File: src/rtl/gpio_bus_pkg.sv
// Shared encodings for the GPIO bus initiator: command opcodes, register
// addresses, controller states and the writability rule.
package gpio_bus_pkg;

  localparam logic [1:0] OP_READ  = 2'b00;
  localparam logic [1:0] OP_WRITE = 2'b01;
  localparam logic [1:0] OP_RMW   = 2'b10;
  localparam logic [1:0] OP_POLL  = 2'b11;

  localparam logic [1:0] GPIO_IN1  = 2'b00;
  localparam logic [1:0] GPIO_IN2  = 2'b01;
  localparam logic [1:0] GPIO_OUT1 = 2'b10;
  localparam logic [1:0] GPIO_OUT2 = 2'b11;

  typedef enum logic [1:0] {
    ST_IDLE   = 2'd0,
    ST_ACCESS = 2'd1,
    ST_WRBACK = 2'd2,
    ST_RESP   = 2'd3
  } state_t;

  // Only the OUT registers (upper half of the map) accept writes.
  function automatic logic is_writable(input logic [1:0] addr);
    return addr[1];
  endfunction

endpackage

File: src/rtl/gpio_poll_timer.sv
// Poll sample counter: counts failed poll samples and flags the sample that
// would bring the count to TIMEOUT. Saturates at TIMEOUT, never wraps.
module gpio_poll_timer #(
  parameter int TIMEOUT = 1024
) (
  input  logic clk,
  input  logic reset,
  input  logic clr_i,
  input  logic inc_i,
  output logic last_o
);

  localparam int CW = $clog2(TIMEOUT + 1);

  logic [CW-1:0] count_q;
  logic [CW-1:0] count_d;

  // Next count: clear has priority, increment stops at TIMEOUT.
  always_comb begin
    count_d = count_q;
    if (clr_i) begin
      count_d = '0;
    end else if (inc_i && (count_q != CW'(TIMEOUT))) begin
      count_d = count_q + 1'b1;
    end
  end

  // Count register with synchronous reset.
  always_ff @(posedge clk) begin
    if (reset) begin
      count_q <= '0;
    end else begin
      count_q <= count_d;
    end
  end

  // The sample being taken now is the TIMEOUT-th one.
  assign last_o = (count_q == CW'(TIMEOUT - 1));

endmodule

File: src/rtl/gpio_bus_master.sv
// Command-driven initiator for the 2-bit-address GPIO register bus. One
// command in flight; read, write, read-modify-write and poll-until-match,
// each answered by exactly one held response.
module gpio_bus_master
  import gpio_bus_pkg::*;
#(
  parameter int WIDTH   = 32,
  parameter int TIMEOUT = 1024
) (
  input  logic             clk,
  input  logic             reset,
  input  logic             cmd_valid,
  output logic             cmd_ready,
  input  logic [1:0]       cmd_op,
  input  logic [1:0]       cmd_addr,
  input  logic [WIDTH-1:0] cmd_wdata,
  input  logic [WIDTH-1:0] cmd_mask,
  output logic             rsp_valid,
  input  logic             rsp_ready,
  output logic [WIDTH-1:0] rsp_data,
  output logic             rsp_err,
  output logic             we,
  output logic [1:0]       a,
  output logic [WIDTH-1:0] wd,
  input  logic [WIDTH-1:0] rd
);

  state_t           state_q, state_d;
  logic [1:0]       op_q, op_d;
  logic [WIDTH-1:0] wdata_q, wdata_d;
  logic [WIDTH-1:0] mask_q, mask_d;
  logic             we_q, we_d;
  logic [1:0]       a_q, a_d;
  logic [WIDTH-1:0] wd_q, wd_d;
  logic [WIDTH-1:0] rsp_data_q, rsp_data_d;
  logic             rsp_err_q, rsp_err_d;

  logic             accept;
  logic             poll_match;
  logic             poll_inc;
  logic             poll_last;

  assign cmd_ready = (state_q == ST_IDLE) && !reset;
  assign accept    = cmd_valid && cmd_ready;
  assign poll_match = (((rd ^ wdata_q) & mask_q) == '0);

  // Count only failed samples while sitting in ACCESS; any other state
  // (including the response handshake) returns the counter to zero.
  gpio_poll_timer #(
    .TIMEOUT (TIMEOUT)
  ) u_poll_timer (
    .clk    (clk),
    .reset  (reset),
    .clr_i  (state_q != ST_ACCESS),
    .inc_i  (poll_inc),
    .last_o (poll_last)
  );

  // Controller next-state: we defaults low so it is only ever a one-cycle pulse.
  always_comb begin
    state_d    = state_q;
    op_d       = op_q;
    wdata_d    = wdata_q;
    mask_d     = mask_q;
    we_d       = 1'b0;
    a_d        = a_q;
    wd_d       = wd_q;
    rsp_data_d = rsp_data_q;
    rsp_err_d  = rsp_err_q;
    poll_inc   = 1'b0;
    unique case (state_q)
      ST_IDLE: begin
        if (accept) begin
          op_d    = cmd_op;
          wdata_d = cmd_wdata;
          mask_d  = cmd_mask;
          if (((cmd_op == OP_WRITE) || (cmd_op == OP_RMW)) && !is_writable(cmd_addr)) begin
            // Read-only target: answer immediately, bus untouched.
            rsp_data_d = '0;
            rsp_err_d  = 1'b1;
            state_d    = ST_RESP;
          end else begin
            a_d     = cmd_addr;
            wd_d    = cmd_wdata;
            we_d    = (cmd_op == OP_WRITE);
            state_d = ST_ACCESS;
          end
        end
      end
      ST_ACCESS: begin
        unique case (op_q)
          OP_READ: begin
            rsp_data_d = rd;
            rsp_err_d  = 1'b0;
            state_d    = ST_RESP;
          end
          OP_WRITE: begin
            rsp_data_d = wd_q;
            rsp_err_d  = 1'b0;
            state_d    = ST_RESP;
          end
          OP_RMW: begin
            wd_d    = (rd & ~mask_q) | (wdata_q & mask_q);
            we_d    = 1'b1;
            state_d = ST_WRBACK;
          end
          OP_POLL: begin
            // A match on the final sample still wins over the timeout.
            if (poll_match) begin
              rsp_data_d = rd;
              rsp_err_d  = 1'b0;
              state_d    = ST_RESP;
            end else begin
              poll_inc = 1'b1;
              if (poll_last) begin
                rsp_data_d = rd;
                rsp_err_d  = 1'b1;
                state_d    = ST_RESP;
              end
            end
          end
        endcase
      end
      ST_WRBACK: begin
        rsp_data_d = wd_q;
        rsp_err_d  = 1'b0;
        state_d    = ST_RESP;
      end
      ST_RESP: begin
        if (rsp_ready) begin
          state_d = ST_IDLE;
        end
      end
    endcase
  end

  // State, bus and response registers; reset abandons any command in flight.
  always_ff @(posedge clk) begin
    if (reset) begin
      state_q    <= ST_IDLE;
      op_q       <= OP_READ;
      wdata_q    <= '0;
      mask_q     <= '0;
      we_q       <= 1'b0;
      a_q        <= GPIO_IN1;
      wd_q       <= '0;
      rsp_data_q <= '0;
      rsp_err_q  <= 1'b0;
    end else begin
      state_q    <= state_d;
      op_q       <= op_d;
      wdata_q    <= wdata_d;
      mask_q     <= mask_d;
      we_q       <= we_d;
      a_q        <= a_d;
      wd_q       <= wd_d;
      rsp_data_q <= rsp_data_d;
      rsp_err_q  <= rsp_err_d;
    end
  end

  assign rsp_valid = (state_q == ST_RESP);
  assign rsp_data  = rsp_data_q;
  assign rsp_err   = rsp_err_q;
  assign we        = we_q;
  assign a         = a_q;
  assign wd        = wd_q;

endmodule

File: config.mk
export PLATFORM = sky130hd
export DESIGN_NAME = gpio_bus_master
export DESIGN_NICKNAME = d
export VERILOG_FILES = /design/src/rtl/gpio_bus_pkg.sv /design/src/rtl/gpio_poll_timer.sv /design/src/rtl/gpio_bus_master.sv
export SDC_FILE = /design/constraint.sdc
export NUM_CORES = 1
export LEC_CHECK = 0
export BUFFER_PORTS_ARGS = -buffer_cell sky130_fd_sc_hd__buf_2
export CORE_MARGIN = 3
export CORE_UTILIZATION = 55
export DETAILED_ROUTE_END_ITERATION = 16
export PLACE_DENSITY = 0.81
export SKIP_LAST_GASP = 1
export SYNTH_ARGS = -nofsm -noshare
export SYNTH_HDL_FRONTEND = slang
export SYNTH_HIERARCHICAL = 1
export SYNTH_SLANG_ARGS = --single-unit
File: constraint.sdc
create_clock -name clk -period 3.2 [get_ports clk]
set_input_delay 0.32 -clock clk [delete_from_list [all_inputs] [get_ports clk]]
set_output_delay 0.32 -clock clk [all_outputs]
set_load 0.05 [all_outputs]
Word level (Yosys, flattened, before mapping)
Index checks and enable logic that the tools add are counted.
{"block": "classes", "addsub": 1, "n_eq_ne": 19, "mux": 30, "bitwise_logic": 7, "reduce_logical": 20}
{"cell": "32-bit 2-to-1 mux", "n": 7}
{"cell": "32-bit one-hot mux with 3 select lines", "n": 2}
{"cell": "32-bit bitwise AND", "n": 3}
{"cell": "32-bit one-hot mux with 2 select lines", "n": 1}
{"cell": "32-bit logical NOT", "n": 1}
{"cell": "32-bit inverter", "n": 1}
{"cell": "32-bit OR", "n": 1}
{"cell": "32-bit bitwise XOR", "n": 1}
{"cell": "11-bit by 1-bit adder with 11-bit output, second input constant", "n": 1}
{"cell": "11-bit by 10-bit == test with 1-bit output, second input constant", "n": 1}
{"cell": "11-bit inequality test, second input constant", "n": 1}
{"cell": "2-bit == test, second input constant", "n": 5}
{"cell": "1-bit 2-to-1 mux", "n": 10}
{"cell": "2-bit 2-to-1 mux", "n": 5}
{"cell": "5-bit AND reduction", "n": 2}
{"cell": "2-bit by 1-bit inequality test with 1-bit output, second input constant", "n": 4}
{"cell": "2-bit one-hot mux with 4 select lines", "n": 1}
{"cell": "2-bit by 1-bit == test with 1-bit output, second input constant", "n": 3}
{"cell": "2-bit one-hot mux with 3 select lines", "n": 1}
{"cell": "3-bit AND reduction", "n": 2}
{"cell": "1-bit logical AND", "n": 4}
{"cell": "2-bit logical NOT", "n": 2}
{"cell": "2-bit inequality test, second input constant", "n": 2}
{"cell": "4-bit by 2-bit inequality test with 1-bit output, second input constant", "n": 1}
{"cell": "12 further kinds", "n": 15}
{"block": "word_totals", "reg_bits": 147, "wordCells": 87}

Depth between registers and ports, before layout
{"block": "logic_depth", "word_depth": 7, "mapped_depth": 11}

Hierarchy
The synthesis kept the hierarchy.
{"module": "gpio_bus_master", "n_inst": 1, "cells_per_inst": 906, "area_each_um2": 6995.5}
{"module": "gpio_poll_timer", "n_inst": 1, "cells_per_inst": 67, "area_each_um2": 571.8}

Worst setup path after synthesis
No wires, ideal clock.
{"block": "synth_path", "path_kind": "register -> register", "from": "register state_q[1]", "to": "register u_poll_timer.count_q[9]", "setup_time_ps": 70, "arrival_time_ps": 2071, "t_required_ps": 3130, "setup_slack_ps": 1059, "stages_incl_launch_ff": 9, "n_path_buf": 1, "synth_period_minus_slack_ps": 2141, "path_cell_list": "dfxtp_1 > inv_1 > ha_1 > clkbuf_1 > nand3_1 > nor2b_1 > nand4_4 > or4_1 > a21oi_1"}
{"block": "synth_via", "elab_chain_len": 3}
{"item": "from (decl)", "line": "gpio_bus_master.sv:28", "text": "state_t state_q, state_d;"}
{"item": "from (signal assigned)", "line": "gpio_bus_master.sv:150", "text": "state_q <= state_d;"}
{"item": "2-bit by 1-bit == test with 1-bit output", "line": "gpio_bus_master.sv:71", "text": "unique case (state_q)"}
{"item": "1-bit 2-to-1 mux", "line": "gpio_bus_master.sv:71"}
{"item": "via poll_inc", "line": "gpio_bus_master.sv:40", "text": "logic poll_inc;"}
{"item": "1-bit logical AND", "line": "gpio_poll_timer.sv:23", "text": "end else if (inc_i && (count_q != CW'(TIMEOUT))) begin"}
{"item": "to (signal assigned)", "line": "gpio_poll_timer.sv:33", "text": "count_q <= count_d;"}
{"item": "to (decl)", "line": "gpio_poll_timer.sv:15", "text": "logic [CW-1:0] count_q;"}
The timed path passes the listed nets, and every way through them passes these cells.
A chain may end at the register's enable or synchronous reset.

Final worst setup path
{"block": "layout_path", "from": "register state_q[0]", "to": "register wd_q[5], in the netlist wd[5]"}
{"block": "layout_via", "elab_chain_len": 5}
{"item": "2-bit logical NOT", "line": "gpio_bus_master.sv:43, gpio_bus_master.sv:71"}
{"item": "1-bit logical AND", "line": "gpio_bus_master.sv:43", "text": "assign cmd_ready = (state_q == ST_IDLE) && !reset;"}
{"item": "1-bit logical AND", "line": "gpio_bus_master.sv:44", "text": "assign accept = cmd_valid && cmd_ready;"}
{"item": "2-bit inequality test (no line)"}
{"item": "4-bit AND reduction (no line)"}
{"item": "to (signal assigned)", "line": "gpio_bus_master.sv:156", "text": "wd_q <= wd_d;"}
{"item": "to (decl)", "line": "gpio_bus_master.sv:34", "text": "logic [WIDTH-1:0] wd_q, wd_d;"}
Parallel ways exist; a longest one is shown, timed or not.

==> flow_summary.yaml <==
yosys:
  synth.avg_cell_area_sq_um: 7.78
  syn_inst: 973
  synth_area_leader_cell: "dfxtp_1"
  ys.flop_type: "dfxtp_1"
  ys.warnings.count: 6
  yosys-top-cells-area: "dfxtp_1 39%, nand2_1 8.9%, nand3_1 6.6%"
  synth_common_cells: "179 x nand2_1, 147 x dfxtp_1, 100 x nand3_1"
  yosys_register_bits: 147
  yosysSeqAreaShare: 0.389
  syn_area_sq_um: 7570
  synth_edf_count: 0
  yosys.area.top_type_share: 0.389
  synthArstFlopShare: 0
  synth.most_common_cell: "nand2_1"
  synth_nets: 1084
  synth_cell_types: 45
cts:
  cts_resized: 0
  cts_htree_levels: 4
  numCtsBuffers: 17
  clk_latency_ns: 0.43
  clock_path_buffers: 2
  path_clk_slew_ns: 0.06
  clockRootBuffer: "clkbuf_16"
  clock_sink_count: 147
  cts_hold_buf: 0
  post_cts_buffers: 0
  cts_tree: "done"
layout:
  multi_input_area_sq_um: 4300
  fillers: 1157
  drive_above_1_share: 0.217
  instances_no_fill: 1294
  finalInstanceArea_sq_um: 9190
  regArea_sq_um: 2940
  nets: 1213
  area_growth_pct: 21.5
die:
  rows: 42
  die_x_um: 123
  ios: 174
  die_y_um: 123
  die_area_sq_um: 15200
  initial_core_util: 0.567
  core-area_sq_um: 13300
power:
  power_frac_seq: 0.341
  power.density_nw_per_um2: 785
  cellLeakagePower_uw: 0.00381
  ir_drop_mv: 0.435
  pwr-share-comb: 0.362
  intPower_uw: 4250
  netSwitchingFraction: 0.411
  p_sw_uw: 2960
  power_frac_clock: 0.298
routing:
  drt-wirelength-per-cell_um: 18.4
  viasPerCell: 6.19
  drt_wl_total_um: 23800
  drc: 0
  first_pass_iters: 7
  vias: 8009
  ant_nets: 0
  drtIter0Drc: 1139
global_route:
  grt_util_all_layers: 0.313
  grt_pass1_wl_um: 37000
  grt_pass1_vias: 7134
  grt_max_degree: 68
  antenna_found_initial: 1
  overflow: 0
place:
  numPortBuffers: 173
  post-place-cells: 1259
  place_hpwl_um: 16300
  dp_slack_ns: 0.655
  placed_area_sq_um: 8550
  gp_congestion: 0.882
timing:
  clock-skew-final_ns: 0.00604
  max_freq_ghz: 0.392
  worstMarginPinSlew_ns: 0.951
  min_period_ns: 2.55
  slew_viol_final: 0
  slew_headroom: 0.363
  fin_ws_ns: 0.652
  tns_ns: 0
  min_period_over_period: 0.796
  setup_violations: 0
  fin_hold_ws_ns: 0.0722
  rsz0062_at_grt: "no"
  hold_violations: 0
critical_path:
  cp.arrival_ns: 2.84
  cp-start-kind: "flip-flop"
  r2r-end: "wd[5]"
  required_ns: 3.49
  critPathMaxFanout: 37
  endpoint_kind: "flip-flop"
  path_class: "reg2reg"
  timing.rr.start: "state_q[0]"
  r2r_cells: 9
  r2r_slack_ns: 0.65
worst_hold_path:
  hold_class: "in2reg"
  hold-path-cell-count: 3
  holdPathEnd: "mask_q[20]"
  min_from: "cmd_mask[20]"
job:
  drv_cap: 0
run_status:
  status: "completed"
[final cells by class]
class                      instances  share of cell area
clock buffer                      20              0.0497
sequential                       147               0.320
multi-input combinational        731               0.468
clock inverter                    12              0.0196
inverter                          10             0.00422
timing repair buffer             195               0.114
tap                              176              0.0240
antenna                            3            0.000817
[layout by cell type (no fill, tap or decap), types with 6 or more instances in the layout]
| master | Yosys | routed |
|---|---|---|
| nand2_1 | 179 | 179 |
| buf_2 | 9 | 173 |
| dfxtp_1 | 147 | 147 |
| nand3_1 | 100 | 100 |
| nor2_1 | 78 | 74 |
| nand4_1 | 39 | 39 |
| a21oi_1 | 39 | 39 |
| o21ai_0 | 37 | 37 |
| mux2i_1 | 35 | 35 |
| xor2_1 | 34 | 34 |
| a211oi_1 | 34 | 34 |
| a21boi_0 | 32 | 32 |
| a32oi_1 | 32 | 32 |
| o211ai_1 | 32 | 32 |
| buf_4 | 0 | 21 |
| a22oi_1 | 17 | 17 |
| clkbuf_16 | 0 | 17 |
| inv_1 | 8 | 8 |
| ha_1 | 7 | 6 |
[critical path: stages (launching register included)]
cell      delay [ns]
dfxtp_1         0.42
inv_1           0.13
ha_1            0.25
nand3b_1        0.13
nor2_1          0.10
o21ai_4         0.76
buf_4           0.34
a211oi_1        0.06
a21oi_1         0.15
nor2_1          0.06
[per-stage QoR]
step	power, uW	util
after floorplan	4290	-
after detailed placement	5040	0.640
after CTS	7170	0.688
after global routing	7540	0.688
final	7210	0.689
after global placement	5000	0.640
[registers in the layout, summed over array words and instances, names as in the netlist]
| register | count |
|---|---|
| a | 2 |
| op_q | 2 |
| state_q | 2 |
| rsp_data | 32 |
| wd | 32 |
| we | 1 |
| mask_q | 32 |
| wdata_q | 32 |
| u_poll_timer/count_q | 11 |
| rsp_err | 1 |
[layer usage]
| layer | vias to the layer above | wire length, um | GRT usage |
|---|---|---|---|
| li1 | 3781 | - | - |
| met1 | 3751 | 10500 | 0.445 |
| met2 | 427 | 10300 | 0.455 |
| met3 | 50 | 2360 | 0.0773 |
| met4 | 0 | 665 | 0.124 |
| met5 | - | 0 | 0 |
[kinds of logic (layout without fill, tap and decap cells)]
| kind of cell | after synthesis | after routing | share of synthesized area |
|---|---|---|---|
| XOR/XNOR | 34 | 34 | 0.0394 |
| adder cells (fa/ha/maj) | 7 | 7 | 0.0116 |
| other | 0 | 3 | 0 |
| multiplexers | 36 | 36 | 0.0478 |
| AO/OA/AOI/OAI | 236 | 236 | 0.216 |
| buffers and inverters | 95 | 237 | 0.0486 |
| flip-flops | 147 | 147 | 0.389 |
| AND/OR/NAND/NOR | 418 | 418 | 0.248 |
[worst max path at each step]
stage	startpoint	to	slack [ns]	depth (start not counted)
2_1_floorplan	state_q[1]	u_poll_timer/count_q[9]	1.06	8
4_1_cts	state_q[0]	wd[5]	0.67	9
5_1_grt	state_q[0]	wd[15]	0.39	9
3_5_place_dp	cmd_op[0]	wd[15]	0.66	10
3_3_place_gp	cmd_op[0]	wd[19]	0.72	10
6_report	state_q[0]	wd[5]	0.65	9
[power groups by stage]
stage,clock (uW),combinational [uW],sequential (uW)
3_3_place_gp,0,2530,2470
4_1_cts,2160,2570,2440
3_5_place_dp,0,2560,2480
5_1_grt,2230,2820,2490
6_report,2150,2610,2460
2_1_floorplan,0,1430,2860
No activity file was read; power rests on OpenSTA's default activity.
